`src/rtl/pit_pkg.sv`:
```
// Shared types and constants for the programmable interval timer.
package pit_pkg;

    typedef enum logic [1:0] {
        MODE0 = 2'd0,
        MODE2 = 2'd2,
        MODE3 = 2'd3
    } mode_e;

    typedef enum logic [1:0] {
        RW_LATCH = 2'b00,
        RW_LSB   = 2'b01,
        RW_MSB   = 2'b10,
        RW_BOTH  = 2'b11
    } rw_e;

    // Byte port index = {word address, byte lane}
    localparam logic [1:0] PORT_CH0  = 2'd0;
    localparam logic [1:0] PORT_CH1  = 2'd1;
    localparam logic [1:0] PORT_CH2  = 2'd2;
    localparam logic [1:0] PORT_CTRL = 2'd3;

    // Codes 6/7 alias 2/3; 1, 4 and 5 collapse to mode 0.
    function automatic mode_e decode_mode(input logic [2:0] code);
        case (code[1:0])
            2'b10:   return MODE2;
            2'b11:   return MODE3;
            default: return MODE0;
        endcase
    endfunction

endpackage

```
`src/rtl/pit_channel.sv`:
```
// One timer channel: reload/count registers, mode behaviour, read latch and
// the LSB/MSB byte pointer shared by reads and writes.
module pit_channel
    import pit_pkg::*;
#(
    parameter int COUNT_WIDTH = 16
) (
    input  logic       clk_i,
    input  logic       rst_i,
    input  logic       tick_i,
    input  logic       gate_i,
    input  logic       cfg_wr_i,
    input  logic [1:0] cfg_rw_i,
    input  logic [2:0] cfg_mode_i,
    input  logic       latch_i,
    input  logic       data_wr_i,
    input  logic [7:0] data_i,
    input  logic       rd_i,
    output logic [7:0] rd_byte_o,
    output logic       out_o
);

    localparam int W = COUNT_WIDTH;

    mode_e          mode_q, mode_d, cfg_mode;
    rw_e            rw_q, rw_d;
    logic [W-1:0]   count_q, count_d, reload_q, reload_d, latch_q, latch_d;
    logic [W-1:0]   sq_low, sq_high;
    logic           latched_q, latched_d, ptr_q, ptr_d, null_q, null_d;
    logic           load_pend_q, load_pend_d, out_q, out_d, reload_done;
    logic [15:0]    reload16, cur16, rd_val;

    assign cfg_mode = decode_mode(cfg_mode_i);
    // Square wave: odd reloads split into N+1 (high phase) and N-1 (low phase)
    assign sq_low   = {reload_q[W-1:1], 1'b0};
    assign sq_high  = sq_low + (reload_q[0] ? W'(2) : W'(0));
    assign cur16    = 16'(reload_q);
    assign rd_val   = latched_q ? 16'(latch_q) : 16'(count_q);
    assign out_o    = out_q;

    always_comb begin
        case (rw_q)
            RW_LSB:  rd_byte_o = rd_val[7:0];
            RW_MSB:  rd_byte_o = rd_val[15:8];
            default: rd_byte_o = ptr_q ? rd_val[15:8] : rd_val[7:0];
        endcase
    end

    always_comb begin
        mode_d      = mode_q;
        rw_d        = rw_q;
        count_d     = count_q;
        reload_d    = reload_q;
        latch_d     = latch_q;
        latched_d   = latched_q;
        ptr_d       = ptr_q;
        null_d      = null_q;
        load_pend_d = load_pend_q;
        out_d       = out_q;
        reload16    = cur16;
        reload_done = 1'b0;

        if (tick_i) begin
            if (load_pend_q) begin
                count_d     = (mode_q == MODE3) ? (out_q ? sq_high : sq_low) : reload_q;
                null_d      = 1'b0;
                load_pend_d = 1'b0;
            end else if (!null_q && gate_i) begin
                case (mode_q)
                    MODE2: begin
                        if (count_q == W'(1)) begin
                            count_d = reload_q;
                            out_d   = 1'b1;
                        end else begin
                            count_d = count_q - W'(1);
                            out_d   = (count_q != W'(2));
                        end
                    end
                    MODE3: begin
                        if (count_q == W'(2)) begin
                            out_d   = ~out_q;
                            count_d = out_q ? sq_low : sq_high;
                        end else begin
                            count_d = count_q - W'(2);
                        end
                    end
                    default: begin
                        count_d = count_q - W'(1);
                        if (count_q == W'(1)) out_d = 1'b1;
                    end
                endcase
            end
        end

        if (rd_i) begin
            if (rw_q == RW_BOTH) begin
                ptr_d = ~ptr_q;
                if (ptr_q) latched_d = 1'b0;
            end else begin
                latched_d = 1'b0;
            end
        end

        if (latch_i && !latched_q) begin
            latch_d   = count_q;
            latched_d = 1'b1;
        end

        if (cfg_wr_i) begin
            mode_d      = cfg_mode;
            rw_d        = rw_e'(cfg_rw_i);
            ptr_d       = 1'b0;
            latched_d   = 1'b0;
            null_d      = 1'b1;
            load_pend_d = 1'b0;
            out_d       = (cfg_mode != MODE0);
        end

        if (data_wr_i) begin
            case (rw_q)
                RW_LSB: begin
                    reload16    = {8'h00, data_i};
                    reload_done = 1'b1;
                end
                RW_MSB: begin
                    reload16    = {data_i, 8'h00};
                    reload_done = 1'b1;
                end
                default: begin
                    if (!ptr_q) begin
                        reload16 = {cur16[15:8], data_i};
                        ptr_d    = 1'b1;
                    end else begin
                        reload16    = {data_i, cur16[7:0]};
                        ptr_d       = 1'b0;
                        reload_done = 1'b1;
                    end
                end
            endcase
            reload_d = reload16[W-1:0];
            if (reload_done) load_pend_d = 1'b1;
            if (mode_q == MODE0) out_d = 1'b0;
        end
    end

    always_ff @(posedge clk_i or posedge rst_i) begin
        if (rst_i) begin
            mode_q      <= MODE0;
            rw_q        <= RW_BOTH;
            count_q     <= '0;
            reload_q    <= '0;
            latch_q     <= '0;
            latched_q   <= 1'b0;
            ptr_q       <= 1'b0;
            null_q      <= 1'b1;
            load_pend_q <= 1'b0;
            out_q       <= 1'b0;
        end else begin
            mode_q      <= mode_d;
            rw_q        <= rw_d;
            count_q     <= count_d;
            reload_q    <= reload_d;
            latch_q     <= latch_d;
            latched_q   <= latched_d;
            ptr_q       <= ptr_d;
            null_q      <= null_d;
            load_pend_q <= load_pend_d;
            out_q       <= out_d;
        end
    end

endmodule

```
`src/rtl/pit_timer.sv`:
```
// Programmable interval timer top: pit_clk synchroniser, byte-lane bus decode
// and up to three counter channels.
module pit_timer
    import pit_pkg::*;
#(
    parameter int NUM_CHANNELS = 3,
    parameter int COUNT_WIDTH  = 16
) (
    input  logic                    clk,
    input  logic                    reset,
    input  logic                    pit_clk,
    input  logic                    cs,
    input  logic                    data_m_access,
    input  logic                    data_m_wr_en,
    input  logic [1:1]              data_m_addr,
    input  logic [1:0]              data_m_bytesel,
    input  logic [15:0]             data_m_data_in,
    output logic [15:0]             data_m_data_out,
    output logic                    data_m_ack,
    input  logic [NUM_CHANNELS-1:0] gate,
    output logic [NUM_CHANNELS-1:0] out
);

    logic        sync1_q, sync2_q, edge_q, tick;
    logic        bus_acc, bus_wr, bus_rd, rd_valid, ctrl_wr;
    logic [1:0]  ctrl_sel, ctrl_rw, rd_port;
    logic [2:0]  ctrl_mode;
    logic [7:0]  rd_bytes [4];
    logic [15:0] data_out_q;
    logic        ack_q;

    always_ff @(posedge clk or posedge reset) begin
        if (reset) begin
            sync1_q <= 1'b0;
            sync2_q <= 1'b0;
            edge_q  <= 1'b0;
        end else begin
            sync1_q <= pit_clk;
            sync2_q <= sync1_q;
            edge_q  <= sync2_q;
        end
    end

    assign tick      = sync2_q & ~edge_q;

    assign bus_acc   = cs & data_m_access;
    assign bus_wr    = bus_acc & data_m_wr_en;
    assign bus_rd    = bus_acc & ~data_m_wr_en;
    assign ctrl_sel  = data_m_data_in[15:14];
    assign ctrl_rw   = data_m_data_in[13:12];
    assign ctrl_mode = data_m_data_in[11:9];
    // Control writes naming channel 3 or an absent channel are discarded
    assign ctrl_wr   = bus_wr & data_m_addr[1] & data_m_bytesel[1]
                     & (ctrl_sel != 2'b11) & (int'(ctrl_sel) < NUM_CHANNELS);

    // Lane 0 wins when both lanes are read together
    assign rd_valid  = bus_rd & (|data_m_bytesel);
    assign rd_port   = {data_m_addr[1], ~data_m_bytesel[0]};
    assign rd_bytes[PORT_CTRL] = 8'h00;

    for (genvar gi = 0; gi < 3; gi++) begin : g_ch
        localparam bit ADDR_BIT = (gi >= 2);
        localparam int LANE     = gi % 2;
        if (gi < NUM_CHANNELS) begin : g_present
            logic data_wr, cfg_wr, latch_cmd, rd_sel;
            logic [7:0] wr_byte;
            assign wr_byte   = (LANE != 0) ? data_m_data_in[15:8] : data_m_data_in[7:0];
            assign data_wr   = bus_wr & (data_m_addr[1] == ADDR_BIT) & data_m_bytesel[LANE];
            assign cfg_wr    = ctrl_wr & (ctrl_sel == 2'(gi)) & (ctrl_rw != RW_LATCH);
            assign latch_cmd = ctrl_wr & (ctrl_sel == 2'(gi)) & (ctrl_rw == RW_LATCH);
            assign rd_sel    = rd_valid & (rd_port == 2'(gi));

            pit_channel #(
                .COUNT_WIDTH(COUNT_WIDTH)
            ) u_channel (
                .clk_i      (clk),
                .rst_i      (reset),
                .tick_i     (tick),
                .gate_i     (gate[gi]),
                .cfg_wr_i   (cfg_wr),
                .cfg_rw_i   (ctrl_rw),
                .cfg_mode_i (ctrl_mode),
                .latch_i    (latch_cmd),
                .data_wr_i  (data_wr),
                .data_i     (wr_byte),
                .rd_i       (rd_sel),
                .rd_byte_o  (rd_bytes[gi]),
                .out_o      (out[gi])
            );
        end else begin : g_absent
            assign rd_bytes[gi] = 8'h00;
        end
    end

    always_ff @(posedge clk or posedge reset) begin
        if (reset) begin
            data_out_q <= 16'h0000;
            ack_q      <= 1'b0;
        end else begin
            ack_q      <= bus_acc;
            data_out_q <= rd_valid ? {8'h00, rd_bytes[rd_port]} : 16'h0000;
        end
    end

    assign data_m_data_out = data_out_q;
    assign data_m_ack      = ack_q;

endmodule

```
`config.mk`:
```
export PLATFORM = sky130hd
export DESIGN_NAME = pit_timer
export DESIGN_NICKNAME = d
export VERILOG_FILES = /design/src/rtl/pit_pkg.sv /design/src/rtl/pit_channel.sv /design/src/rtl/pit_timer.sv
export SDC_FILE = /design/constraint.sdc
export NUM_CORES = 1
export LEC_CHECK = 0
export ABC_CLOCK_PERIOD_IN_PS = 8940
export BUFFER_PORTS_ARGS = -buffer_cell sky130_fd_sc_hd__buf_4
export CAP_MARGIN = 20
export CELL_PAD_IN_SITES_DETAIL_PLACEMENT = 0
export CELL_PAD_IN_SITES_GLOBAL_PLACEMENT = 1
export CORE_MARGIN = 2
export CORE_UTILIZATION = 45
export CTS_CLUSTER_DIAMETER = 50
export DETAILED_ROUTE_END_ITERATION = 7
export PLACE_DENSITY = 0.86
export SYNTH_ARGS = -nofsm -noshare
export SYNTH_HDL_FRONTEND = slang
export SYNTH_SLANG_ARGS = --single-unit
```
`constraint.sdc`:
```
create_clock -name clk -period 8.94 [get_ports clk]
set_input_delay 1.341 -clock clk [delete_from_list [all_inputs] [get_ports clk]]
set_output_delay 1.341 -clock clk [all_outputs]
set_load 0.03 [all_outputs]
```
# Word level (Yosys, flattened, before mapping)
# Index checks and enable logic that the tools add are counted.
dict set report totals {
  regBits 183
  output_inout_bits 20
}
dict set report op_classes {
  n_addsub 9
  magnitude_cmp 2
  n_eq_ne 37
  muxes 140
  bitwise_logic 36
  reduce_logical 54
}
# operator n
set op_table {}
lappend op_table {{2-to-1 mux 16 bit} 27}
lappend op_table {{case mux 16 bit (2 select lines)} 6}
lappend op_table {{2-to-1 mux 1 bit} 90}
lappend op_table {{adder 16 bit} 3}
lappend op_table {{equality test 16 x 1 -> 1 bit (second input constant)} 3}
lappend op_table {{equality test 16 x 2 -> 1 bit (second input constant)} 3}
lappend op_table {{2-to-1 mux 8 bit} 6}
lappend op_table {{inequality test 16 x 2 -> 1 bit (second input constant)} 3}
lappend op_table {{case mux 8 bit (2 select lines)} 3}
lappend op_table {{subtractor 16 x 1 -> 16 bit (second input constant)} 3}
lappend op_table {{subtractor 16 x 2 -> 16 bit (second input constant)} 3}
lappend op_table {{equality test 2 bit (second input constant)} 16}
lappend op_table {{AND reduction 2 bit} 15}
lappend op_table {{bitwise AND 1 bit} 25}
lappend op_table {{nonzero test 2 bit} 11}
lappend op_table {{nonzero test 3 bit} 6}
lappend op_table {{binary-select mux 8 bit (select 2 bit)} 1}
lappend op_table {{zero test 2 bit} 6}
lappend op_table {{inequality test 4 x 3 -> 1 bit (second input constant)} 3}
lappend op_table {{equality test 2 x 1 -> 1 bit (second input constant)} 5}
lappend op_table {{NOT 1 bit} 10}
lappend op_table {{inequality test 3 bit (second input constant)} 3}
lappend op_table {{OR reduction 2 bit} 4}
lappend op_table {{logical AND 1 bit} 6}
lappend op_table {{8 further kinds} 17}

# Depth between registers and ports, before layout
# Gate-level depths: netlist of the first run.
dict set report logic_depth {
  ltp_word 11
  mapped_depth 11
}

# Hierarchy
# From an unflattened synthesis of the first run, not the netlist that was laid out.
dict set report unflattened {
  cells_unflattened 1614
  area_unflattened_um2 13967.1
}
# mod n_inst cells_each area_per_inst_um2 seq_area_each_um2
set by_module_without_submodules {}
lappend by_module_without_submodules {{pit_channel (g_ch[0].g_present.u_channel ...)} 2 508 4376.7 1430.1}
lappend by_module_without_submodules {{pit_channel (g_ch[2].g_present.u_channel)} 1 515 4463.0 1430.1}
lappend by_module_without_submodules {pit_timer 1 83 750.7 300.3}

# Worst setup path after synthesis of the first run
# Ideal clock, no wire load.
dict set report synth_path {
  kind {input port to flip-flop}
  startpoint {input data_m_addr}
  endpoint {register g_ch[1].g_present.u_channel.latch_q[0]}
  setup_time_ns 0.125
  t_arrival_ns 2.984
  required_time_ns 8.815
  setup_slack_ns 5.831
  cell_stages 6
  path_buffers 2
  cell_sequence {buf_2 -> nand3_1 -> nor4b_2 -> nor3b_2 -> buf_4 -> mux2_2}
}
dict set report synth_between {
  elab_chain_len 7
}
# item line_no
set synth_lines {}
lappend synth_lines {{start: declaration} pit_timer.sv:15} ;# input logic [1:1] data_m_addr,
lappend synth_lines {{bitwise AND 1 bit (2 in a row)} pit_timer.sv:53} ;# assign ctrl_wr = bus_wr & data_m_addr[1] & data_m_bytesel[1]
lappend synth_lines {{bitwise AND 1 bit (2 in a row)} pit_timer.sv:54} ;# & (ctrl_sel != 2'b11) & (int'(ctrl_sel) < NUM_CHANNELS);
lappend synth_lines {{bitwise AND 1 bit (2 in a row)} pit_timer.sv:70} ;# assign latch_cmd = ctrl_wr & (ctrl_sel == 2'(gi)) & (ctrl_rw == RW_LATCH);
lappend synth_lines {{logical AND 1 bit} pit_channel.sv:104} ;# if (latch_i && !latched_q) begin
lappend synth_lines {{end signal: assignment} pit_channel.sv:163} ;# latch_q <= latch_d;
lappend synth_lines {{end: declaration} pit_channel.sv:27} ;# logic [W-1:0] count_q, count_d, reload_q, reload_d, latch_q, latch_d;
# No other way between the ends.
# A chain may end at the register's enable or synchronous reset.

# Worst setup path in the final report of the first run
dict set report layout_path {
  startpoint {register g_ch[1].g_present.u_channel.count_q[4]}
  endpoint {register g_ch[1].g_present.u_channel.count_q[11]}
}
dict set report layout_between {
  elab_chain_len 5
  elab_cells_between_ends 9
  classes_between {add/sub: 2; eq/ne: 2; mux: 5}
}
# item line_no
set layout_lines {}
lappend layout_lines {{start: declaration} pit_channel.sv:27}
lappend layout_lines {{start signal: assignment} pit_channel.sv:161} ;# count_q <= count_d;
lappend layout_lines {{subtractor 16 x 2 -> 16 bit (tied with other cells)} pit_channel.sv:84} ;# count_d = count_q - W'(2);
lappend layout_lines {{2-to-1 mux 16 bit (on tied branches)} {pit_channel.sv:80, pit_channel.sv:71}}
lappend layout_lines {{case mux 16 bit (2 select lines) (*)} pit_channel.sv:69} ;# case (mode_q)
lappend layout_lines {{2-to-1 mux 16 bit (*)} pit_channel.sv:68} ;# end else if (!null_q && gate_i) begin
lappend layout_lines {{2-to-1 mux 16 bit (*)} pit_channel.sv:64} ;# if (load_pend_q) begin
# Every way passes the cells marked *; elsewhere a longest branch is shown, timed or not. The select of a mux whose other input is x is not followed.

==> flow_metrics.tcl, run 1 <==
set metrics [dict create \
    status "finished clean" \
    ctsResizeCount 0 \
    arrival_ns 3.70 \
    crit_buf_inv 0 \
    numCtsBuffers 17 \
    grt_pass1_vias 11900 \
    fin_setup_tns_ns 0 \
    path_depth 7 \
    drc_errors 0 \
    grt-ovfl-total 0 \
    holdPathEnd "sync2_q" \
    drtIter0Drc 1362 \
    slew_headroom 0.298 \
    ctsHoldBuffers 0 \
    post-cts-setup-buffer-count 0 \
    ff2ff_setup_slack_ns 5.60 \
    ys_types 86 \
    synthFlopType "dfrtp_1" \
    drive_gt1_frac 0.127 \
    leakage_nw 5.97 \
    peakVddDrop_uv 164 \
    dieArea_sq_mm 0.0318 \
    avgRoutedWirePerCell_um 21.0 \
    hold_class "reg2reg" \
    drt-vias-per-instance 6.33 \
    final_net_count 1644 \
    synth_top_area_cell "dfrtp_1" \
    powerDensity_mw_per_mm2 257 \
    synth-seq-cells 183 \
    min-delay-start "sync1_q" \
    synthSimpleGateAreaFrac 0.214 \
    cpLargestDelayFamily "simple AND/OR/NAND/NOR gates" \
    synthCells 1650 \
    area_growth_pct 6.44 \
    finalClockSkew_ns 0.0128 \
    synth.area.mux_share 0.0930 \
    r2r_start "g_ch[1].g_present.u_channel.count_q[4]" \
    final.min_clock_period_ns 3.34 \
    synthArstFlopShare 1.00 \
    crit_type "reg2reg" \
    place_congestion 0.931 \
    fp.dieH_um 178 \
    yosys-top-cells-area "dfrtp_1, nand2_1, mux2_2" \
    grt_max_degree 129 \
    synth_xor_area_frac 0.0806 \
    slew_viol_final 0 \
    grt_pass1_wl_mm 66.7 \
    place_hpwl_mm 29.8 \
    end_kind "flop" \
    rsz0062_at_grt "no" \
    start_util 0.460 \
    synth_warnings 0 \
    placed_cell_area_sq_mm 0.0139 \
    slowest_stage "nand4_1" \
    portBuffers 39 \
    drv_cap 0 \
    root_buffer "clkbuf_16" \
    period_share 0.374 \
    cts_tree "built" \
    vias 12600 \
    ant_nets 0 \
    worstSkewPairLatency_ns 0.45 \
    reg2reg_to "g_ch[1].g_present.u_channel.count_q[11]" \
    worst_slack_ns 5.60 \
    post-place-ws_ns 5.43 \
    drt_pass1_iterations 6 \
    synth_top_cell_area_share 0.318 \
    yosysSeqAreaShare 0.335 \
    track_usage 0.268 \
    finalNonFillerCells 1987 \
    max_stage_delay_ns 0.73 \
    clkSinkCount 183 \
    min_path_cells 0 \
    dp.cells 1952 \
    synthAdderAreaFrac 0.0302 \
    die_width_um 178 \
    synth_top_family_by_area "simple AND/OR/NAND/NOR gates" \
    clk_pin_slew_ns 0.07 \
    reg2reg_depth 7 \
    io_pins 48 \
    p_total_mw 3.75 \
    cp_max_fo 15 \
    tightestPinTransition_ns 1.05 \
    final_cell_area_sq_mm 0.0146 \
    wirelength_mm 41.8 \
    worstPathRequired_ns 9.30 \
    hold_violations 0 \
    rows 63 \
    setup_viol 0 \
    antenna_found_initial 1 \
    synth_compound_area_frac 0.187 \
    synth-edff-count 0 \
    coreArea_sq_mm 0.0298 \
    cts_max_level 4 \
    worstSetupStartpoint "g_ch[1].g_present.u_channel.count_q[4]" \
    cp_cell_sequence "nor4_4 -> nand4_1 -> nor2_1 -> a41oi_1 -> a21oi_1 -> nor2_1 -> a21oi_1" \
    cts_buffer_depth 2 \
    syn_area_sq_mm 0.0137 \
    avgSynthCellArea_sq_um 8.30 \
    critPathLaunchType "flop" \
    clock.fmax_mhz 299 \
]
[state kept, by name (all words and copies together), names as in the netlist, 6 cells and up]
signal / count
data_m_data_out: 8
g_ch.g_present.u_channel.rw_q: 6
g_ch.g_present.u_channel.latch_q: 48
g_ch.g_present.u_channel.count_q: 48
g_ch.g_present.u_channel.cur16: 48
g_ch.g_present.u_channel.mode_q: 6
[per-stage QoR]
stage | utilization | hold slack, ns
floorplan | - | 0.331
global placement | 0.467 | 0.335
detailed placement | 0.468 | 0.344
CTS | 0.489 | 0.361
global route | 0.489 | 0.363
finish | 0.489 | 0.360
[worst max-delay path by stage]
stage | end | slack [ns]
CTS | g_ch[1].g_present.u_channel.count_q[11] | 5.75
finish | g_ch[1].g_present.u_channel.count_q[11] | 5.60
floorplan | data_m_ack | 2.64
global route | g_ch[1].g_present.u_channel.count_q[11] | 5.43
detailed placement | g_ch[2].g_present.u_channel.cur16[2] | 5.43
global placement | g_ch[0].g_present.u_channel.latch_q[4] | 5.29
[logic make-up (layout without fill, tap and decap cells)]
kind of cell,count (synthesis),after routing
AND/OR/NAND/NOR,608,608
multiplexers,118,118
AO/OA/AOI/OAI,393,393
flip-flops,183,183
XOR/XNOR,126,126
buffers and inverters,188,127
other,1,9
adder cells (fa/ha/maj),33,33
[power by group]
part           switching, mW  leakage (nW)  internal [mW]
registers              0.534          2.30           1.03
clock network          0.376         0.291          0.450
logic                  0.730          3.38          0.631
[routing by layer]
layer | global-route usage | wire [um] | vias to the layer above
met5 | 0 | 0 | -
met4 | 0.101 | 1330 | 0
met2 | 0.417 | 19100 | 532
met3 | 0.0388 | 2660 | 82
met1 | 0.377 | 18700 | 6191
li1 | - | - | 5767
[cell usage in the layout (no fill, tap or decap), types with 8 or more instances in the layout]
master,Yosys,final
or2_2,9,9
dfstp_2,9,9
mux2_2,74,74
a22oi_1,9,9
o22a_1,17,17
a211oi_1,17,17
o221ai_1,11,11
nor3_1,47,47
nand3_1,70,70
conb_1,1,8
nand4_1,19,19
a221oi_1,28,28
o211ai_1,18,18
nand2_1,240,240
xor2_1,61,61
o21ai_0,109,109
dfrtp_1,174,174
o22ai_1,34,34
buf_4,15,50
ha_1,33,33
a21oi_1,71,71
nor4_1,19,19
mux2i_1,44,44
a31oi_1,24,24
inv_1,42,41
nor2b_1,12,12
xnor2_1,65,65
clkbuf_16,0,17
nor2_1,110,110
and2_1,14,14
and3_1,14,14
[worst register-to-register path, delay by kind of cell (launching register included)]
kind | cells | cell delay, ns
compound gates | 3 | 0.61
flops | 1 | 0.60
simple gates | 4 | 2.05
[cell type report]
class	count	area [sq um]
inverter	44	173
sequential	183	4590
tap	390	488
clock inverter	14	191
clock buffer	18	429
multi-input combinational	1286	8310
antenna	1	2.50
fill	2865	15200
timing repair buffer	51	387
[cells in the mapped netlist (15+ instances only)]
library cell,number
xnor2_1,65
o21ai_0,109
nand2_1,240
buf_4,15
mux2_2,74
o22ai_1,34
mux2i_1,44
a21oi_1,71
clkbuf_1,86
a31oi_1,24
dfrtp_1,174
xor2_1,61
inv_1,42
nor3_1,47
nand4_1,19
a211oi_1,17
nor2_1,110
o22a_1,17
o211ai_1,18
nand3_1,70
a221oi_1,28
buf_2,30
nor4_1,19
ha_1,33
Note: power is estimated with default switching activity, not from simulation.
==> inputs of run 2 (changes only) <==
--- a/config.mk
+++ b/config.mk
@@ -5,16 +5,16 @@
 export SDC_FILE = /design/constraint.sdc
 export NUM_CORES = 1
 export LEC_CHECK = 0
-export ABC_CLOCK_PERIOD_IN_PS = 8940
+export ABC_CLOCK_PERIOD_IN_PS = 2800
 export BUFFER_PORTS_ARGS = -buffer_cell sky130_fd_sc_hd__buf_4
 export CAP_MARGIN = 20
 export CELL_PAD_IN_SITES_DETAIL_PLACEMENT = 0
 export CELL_PAD_IN_SITES_GLOBAL_PLACEMENT = 1
 export CORE_MARGIN = 2
-export CORE_UTILIZATION = 45
+export CORE_UTILIZATION = 44
 export CTS_CLUSTER_DIAMETER = 50
 export DETAILED_ROUTE_END_ITERATION = 7
-export PLACE_DENSITY = 0.86
+export PLACE_DENSITY = 0.88
 export SYNTH_ARGS = -nofsm -noshare
 export SYNTH_HDL_FRONTEND = slang
 export SYNTH_SLANG_ARGS = --single-unit
==> constraint.sdc (replaced) <==
create_clock -name clk -period 2.8 [get_ports clk]
set_input_delay 0.42 -clock clk [delete_from_list [all_inputs] [get_ports clk]]
set_output_delay 0.42 -clock clk [all_outputs]
set_load 0.03 [all_outputs]
==> run 2 against run 1 <==
Wire length up 2.7%. Hold slack worse by 0.29 ns. First-iteration DRC count fell by 0.59%. Sequential cell count did not move. Cell count increased by 4.0%. Via count up 1.9%. Critical endpoint is now g_ch[0].g_present.u_channel.out_o. Largest cell class unchanged. Highest routed layer unchanged.
==> flow_metrics.tcl, run 2 (synthesis gave the netlist of run 1 again) <==
set metrics [dict create \
    status "finished clean" \
    slew_viol_final 0 \
    post-route-util 0.494 \
    drv_cap 0 \
    clock.fmax_mhz 389 \
    start_util 0.448 \
    critPathLaunchType "flop" \
    post-cts-setup-buffer-count 0 \
    ant_nets 0 \
    root_buffer "clkbuf_16" \
    finalClockSkew_ns 0.0113 \
    grt_pass1_wl_mm 68.4 \
    avgRoutedWirePerCell_um 20.8 \
    hold_class "in2async" \
    most-common-layout-cells "nand2_1, dfrtp_1, buf_4" \
    peakVddDrop_uv 565 \
    rows 64 \
    register_area_sq_mm 0.00459 \
    coreArea_sq_mm 0.0306 \
    rsz0062_at_grt "no" \
    io_pins 48 \
    final_net_count 1717 \
    reg2reg_depth 7 \
    drive_gt1_frac 0.167 \
    place_congestion 0.967 \
    hold_violations 0 \
    final_cell_area_sq_mm 0.0151 \
    fin_setup_tns_ns 0 \
    leakage_nw 6.33 \
    area_growth_pct 10.5 \
    r2r_start "g_ch[0].g_present.u_channel.count_q[11]" \
    multiInputGateArea_sq_mm 0.00832 \
    fillers 2969 \
    track_usage 0.263 \
    portBuffers 39 \
    clk_pin_slew_ns 0.08 \
    crit_type "reg2reg" \
    slew_headroom 0.371 \
    worst_slack_ns 0.230 \
    ff2ff_setup_slack_ns 0.23 \
    ctsHoldBuffers 0 \
    wirelength_mm 42.9 \
    reg2reg_to "g_ch[0].g_present.u_channel.out_o" \
    grt-ovfl-total 0 \
    die_width_um 180 \
    vias 12800 \
    clkSinkCount 183 \
    dieArea_sq_mm 0.0325 \
    tightestPinTransition_ns 0.944 \
    numCtsBuffers 17 \
    setup_viol 0 \
    post-place-ws_ns 0.182 \
    cts_max_level 4 \
    powerDensity_mw_per_mm2 818 \
    drtIter0Drc 1354 \
    final.min_clock_period_ns 2.57 \
    fp.dieH_um 180 \
    layout_commonest_cell "nand2_1" \
    end_kind "flop" \
    cts_buffer_depth 2 \
    arrival_ns 2.94 \
    drt_pass1_iterations 5 \
    worstPathRequired_ns 3.17 \
    grt_pass1_vias 12300 \
    p_total_mw 12.4 \
    grt_max_degree 162 \
    antenna_found_initial 1 \
    drt-vias-per-instance 6.20 \
    placed_cell_area_sq_mm 0.0145 \
    drc_errors 0 \
    cts_tree "built" \
    period_share 0.918 \
    place_hpwl_mm 31.5 \
    cp_max_fo 10 \
    worstSkewPairLatency_ns 0.46 \
]
-- run 2: changes by cell type in the layout (fill, tap and decap cells not counted), sizes merged --
cell,change
inv,+4
clkbuf,-1
bufinv,-2
clkinvlp,-1
buf,+73
-- run 2: layer usage --
| layer | track usage | routed length, um |
|---|---|---|
| met1 | 0.362 | 18500 |
| met2 | 0.412 | 19600 |
| met3 | 0.0437 | 3200 |
| met4 | 0.110 | 1590 |
| met5 | 0 | 0 |
-- run 2: worst max-delay path, stage by stage (launching register included) --
cell and delay (ns):
dfrtp_1 0.48, nor4_1 0.35, and2_1 0.36, and3_1 0.40, buf_4 0.25, o21ai_0 0.13
a221o_1 0.32, a21oi_1 0.19
-- run 2: report_power, final --
part / internal (mW) / switching (mW)
combinational: 2.35 / 3.03
sequential: 3.30 / 1.14
clock: 1.29 / 1.27
total: 6.93 / 5.43
-- run 2: area by class of cell --
type / instances / share of cell area
multi-input cells: 1286 / 0.550
flip-flops and latches: 183 / 0.304
repair buffers: 124 / 0.0624
well taps: 396 / 0.0328
clock buffers: 17 / 0.0281
clock inverters: 15 / 0.0117
inverters: 44 / 0.0112
diodes: 1 / 0.000165
-- run 2: worst max path at each step --
stage / end / startpoint / slack, ns / cells after the start
floorplan: data_m_ack / reset / 0.04 / 1
detailed placement: g_ch[1].g_present.u_channel.count_q[14] / g_ch[1].g_present.u_channel.count_q[1] / 0.18 / 9
CTS: g_ch[1].g_present.u_channel.count_q[14] / g_ch[1].g_present.u_channel.count_q[1] / 0.17 / 9
global placement: g_ch[1].g_present.u_channel.count_q[14] / g_ch[1].g_present.u_channel.count_q[1] / 0.26 / 9
global route: g_ch[0].g_present.u_channel.count_q[15] / g_ch[0].g_present.u_channel.count_q[1] / 0.04 / 9
finish: g_ch[0].g_present.u_channel.out_o / g_ch[0].g_present.u_channel.count_q[11] / 0.23 / 7
-- run 2: per-stage QoR --
stage / instances / hold slack [ns]
floorplan: 1657 / 0.331
global placement: 2033 / 0.337
detailed placement: 2033 / 0.336
CTS: 2065 / 0.0615
global route: 2066 / 0.0597
finish: 2066 / 0.0699
-- run 2: timing repair --
action,4_1_cts,5_1_grt
hold endpoints to repair,0,0
resized for setup,0,3
endpoints found under the setup margin,0,3
==> inputs of run 3 (changes only) <==
--- a/config.mk
+++ b/config.mk
@@ -6,7 +6,7 @@
 export NUM_CORES = 1
 export LEC_CHECK = 0
 export ABC_CLOCK_PERIOD_IN_PS = 2800
-export BUFFER_PORTS_ARGS = -buffer_cell sky130_fd_sc_hd__buf_4
+export BUFFER_PORTS_ARGS = -buffer_cell sky130_fd_sc_hd__buf_2
 export CAP_MARGIN = 20
 export CELL_PAD_IN_SITES_DETAIL_PLACEMENT = 0
 export CELL_PAD_IN_SITES_GLOBAL_PLACEMENT = 1
==> run 3 against run 2 <==
Core utilization fell by 0.30 points. Global-route usage fell by 0.49 points. Total power fell by 0.99%. Non-clock buffer count did not move. Critical path type unchanged. Register-to-register slack got worse by 0.08 ns.
==> flow_metrics.tcl, run 3 (synthesis gave the netlist of run 1 again) <==
set metrics [dict create \
    status "finished clean" \
    worstSkewPairLatency_ns 0.46 \
    ctsHoldBuffers 0 \
    drt_pass1_iterations 5 \
    post-place-ws_ns 0.200 \
    post-cts-setup-buffer-count 0 \
    io_pins 48 \
    track_usage 0.258 \
    rows 64 \
    min_path_cells 1 \
    reg2reg_depth 9 \
    drv_cap 0 \
    ctsResizeCount 0 \
    vias 12700 \
    fp.dieH_um 180 \
    peakVddDrop_uv 695 \
    grt_pass1_vias 12000 \
    max_stage_delay_ns 0.54 \
    end_kind "flop" \
    hold_class "in2reg" \
    worstSetupStartpoint "g_ch[1].g_present.u_channel.count_q[1]" \
    slowest_stage "or4b_1" \
    n_antenna_cell 0 \
    tightestPinTransition_ns 0.902 \
    powerDensity_mw_per_mm2 815 \
    start_util 0.448 \
    coreArea_sq_mm 0.0306 \
    antenna_found_initial 0 \
    final_cell_area_sq_mm 0.0150 \
    critPathLaunchType "flop" \
    arrival_ns 3.03 \
    die_width_um 180 \
    crit_type "reg2reg" \
    slew_headroom 0.395 \
    slew_viol_final 0 \
    most-common-layout-cells "nand2_1, dfrtp_1, nor2_1" \
    leakage_nw 6.31 \
    cp_max_fo 7 \
    holdWs_ns 0.0757 \
    worst_slack_ns 0.151 \
    path_depth 9 \
    dieArea_sq_mm 0.0325 \
    finalNonFillerCells 2065 \
    rsz0062_at_grt "no" \
    cts_tree "built" \
    min-delay-start "pit_clk" \
    setup_viol 0 \
    grt_pass1_wl_mm 67.2 \
    hold_violations 0 \
    numCtsBuffers 17 \
    placed_cell_area_sq_mm 0.0144 \
    cts_max_level 4 \
    post-route-util 0.491 \
    place_congestion 0.970 \
    drive_gt1_frac 0.166 \
    crit_buf_inv 1 \
    cp_cell_sequence "inv_1 -> ha_1 -> or3b_4 -> nor3_2 -> nand3_1 -> or4b_1 -> o22ai_1 -> o21ai_0 -> a31oi_1" \
    fillers 3005 \
    p_total_mw 12.2 \
    cts_buffer_depth 2 \
    clkSinkCount 183 \
    drc_errors 0 \
    finalClockSkew_ns 0.0146 \
    layout_commonest_cell "nand2_1" \
    grt-ovfl-total 0 \
    ant_nets 0 \
    r2r_start "g_ch[1].g_present.u_channel.count_q[1]" \
    drtIter0Drc 1295 \
    dp.cells 2033 \
    grt_max_degree 109 \
    period_share 0.946 \
    avgRoutedWirePerCell_um 20.4 \
    final.min_clock_period_ns 2.65 \
    clk_pin_slew_ns 0.08 \
    final_net_count 1717 \
    fin_setup_tns_ns 0 \
    wirelength_mm 42.2 \
    cpLargestDelayFamily "simple AND/OR/NAND/NOR gates" \
    clock.fmax_mhz 377 \
    drt-vias-per-instance 6.17 \
    area_growth_pct 9.78 \
    root_buffer "clkbuf_16" \
    worstPathRequired_ns 3.18 \
    place_hpwl_mm 31.2 \
    portBuffers 39 \
]
-- run 3: area by class of cell --
type | count | area, sq um | area share
clock buffers | 17 | 425 | 0.0283
multi-input cells | 1286 | 8310 | 0.553
repair buffers | 124 | 858 | 0.0571
flip-flops and latches | 183 | 4590 | 0.305
well taps | 396 | 495 | 0.0330
inverters | 44 | 169 | 0.0112
clock inverters | 15 | 179 | 0.0119
-- run 3: final timing paths --
| check | to | slack, ns |
|---|---|---|
| max | g_ch[1].g_present.u_channel.count_q[14] | 0.15 |
| min | sync1_q | 0.08 |
| max reg2reg | g_ch[1].g_present.u_channel.count_q[14] | 0.15 |
| min reg2reg | sync2_q | 0.35 |
| max in group asynchronous | g_ch[2].g_present.u_channel.count_q[1] | 2.15 |
| min in group asynchronous | g_ch[0].g_present.u_channel.latch_q[3] | 0.10 |
-- run 3: per-layer routing --
layer	vias to the layer above	share of wire	GRT usage
met1	6129	0.44	0.356
met4	0	0.032	0.0935
met2	606	0.45	0.407
met5	-	0	0
li1	5903	-	-
met3	96	0.076	0.0467
-- run 3: power by group --
part	leakage, nW	switching (mW)	total, mW	internal (mW)
combinational	3.72	2.96	5.25	2.29
sequential	2.30	1.16	4.46	3.30
clock	0.294	1.25	2.54	1.28
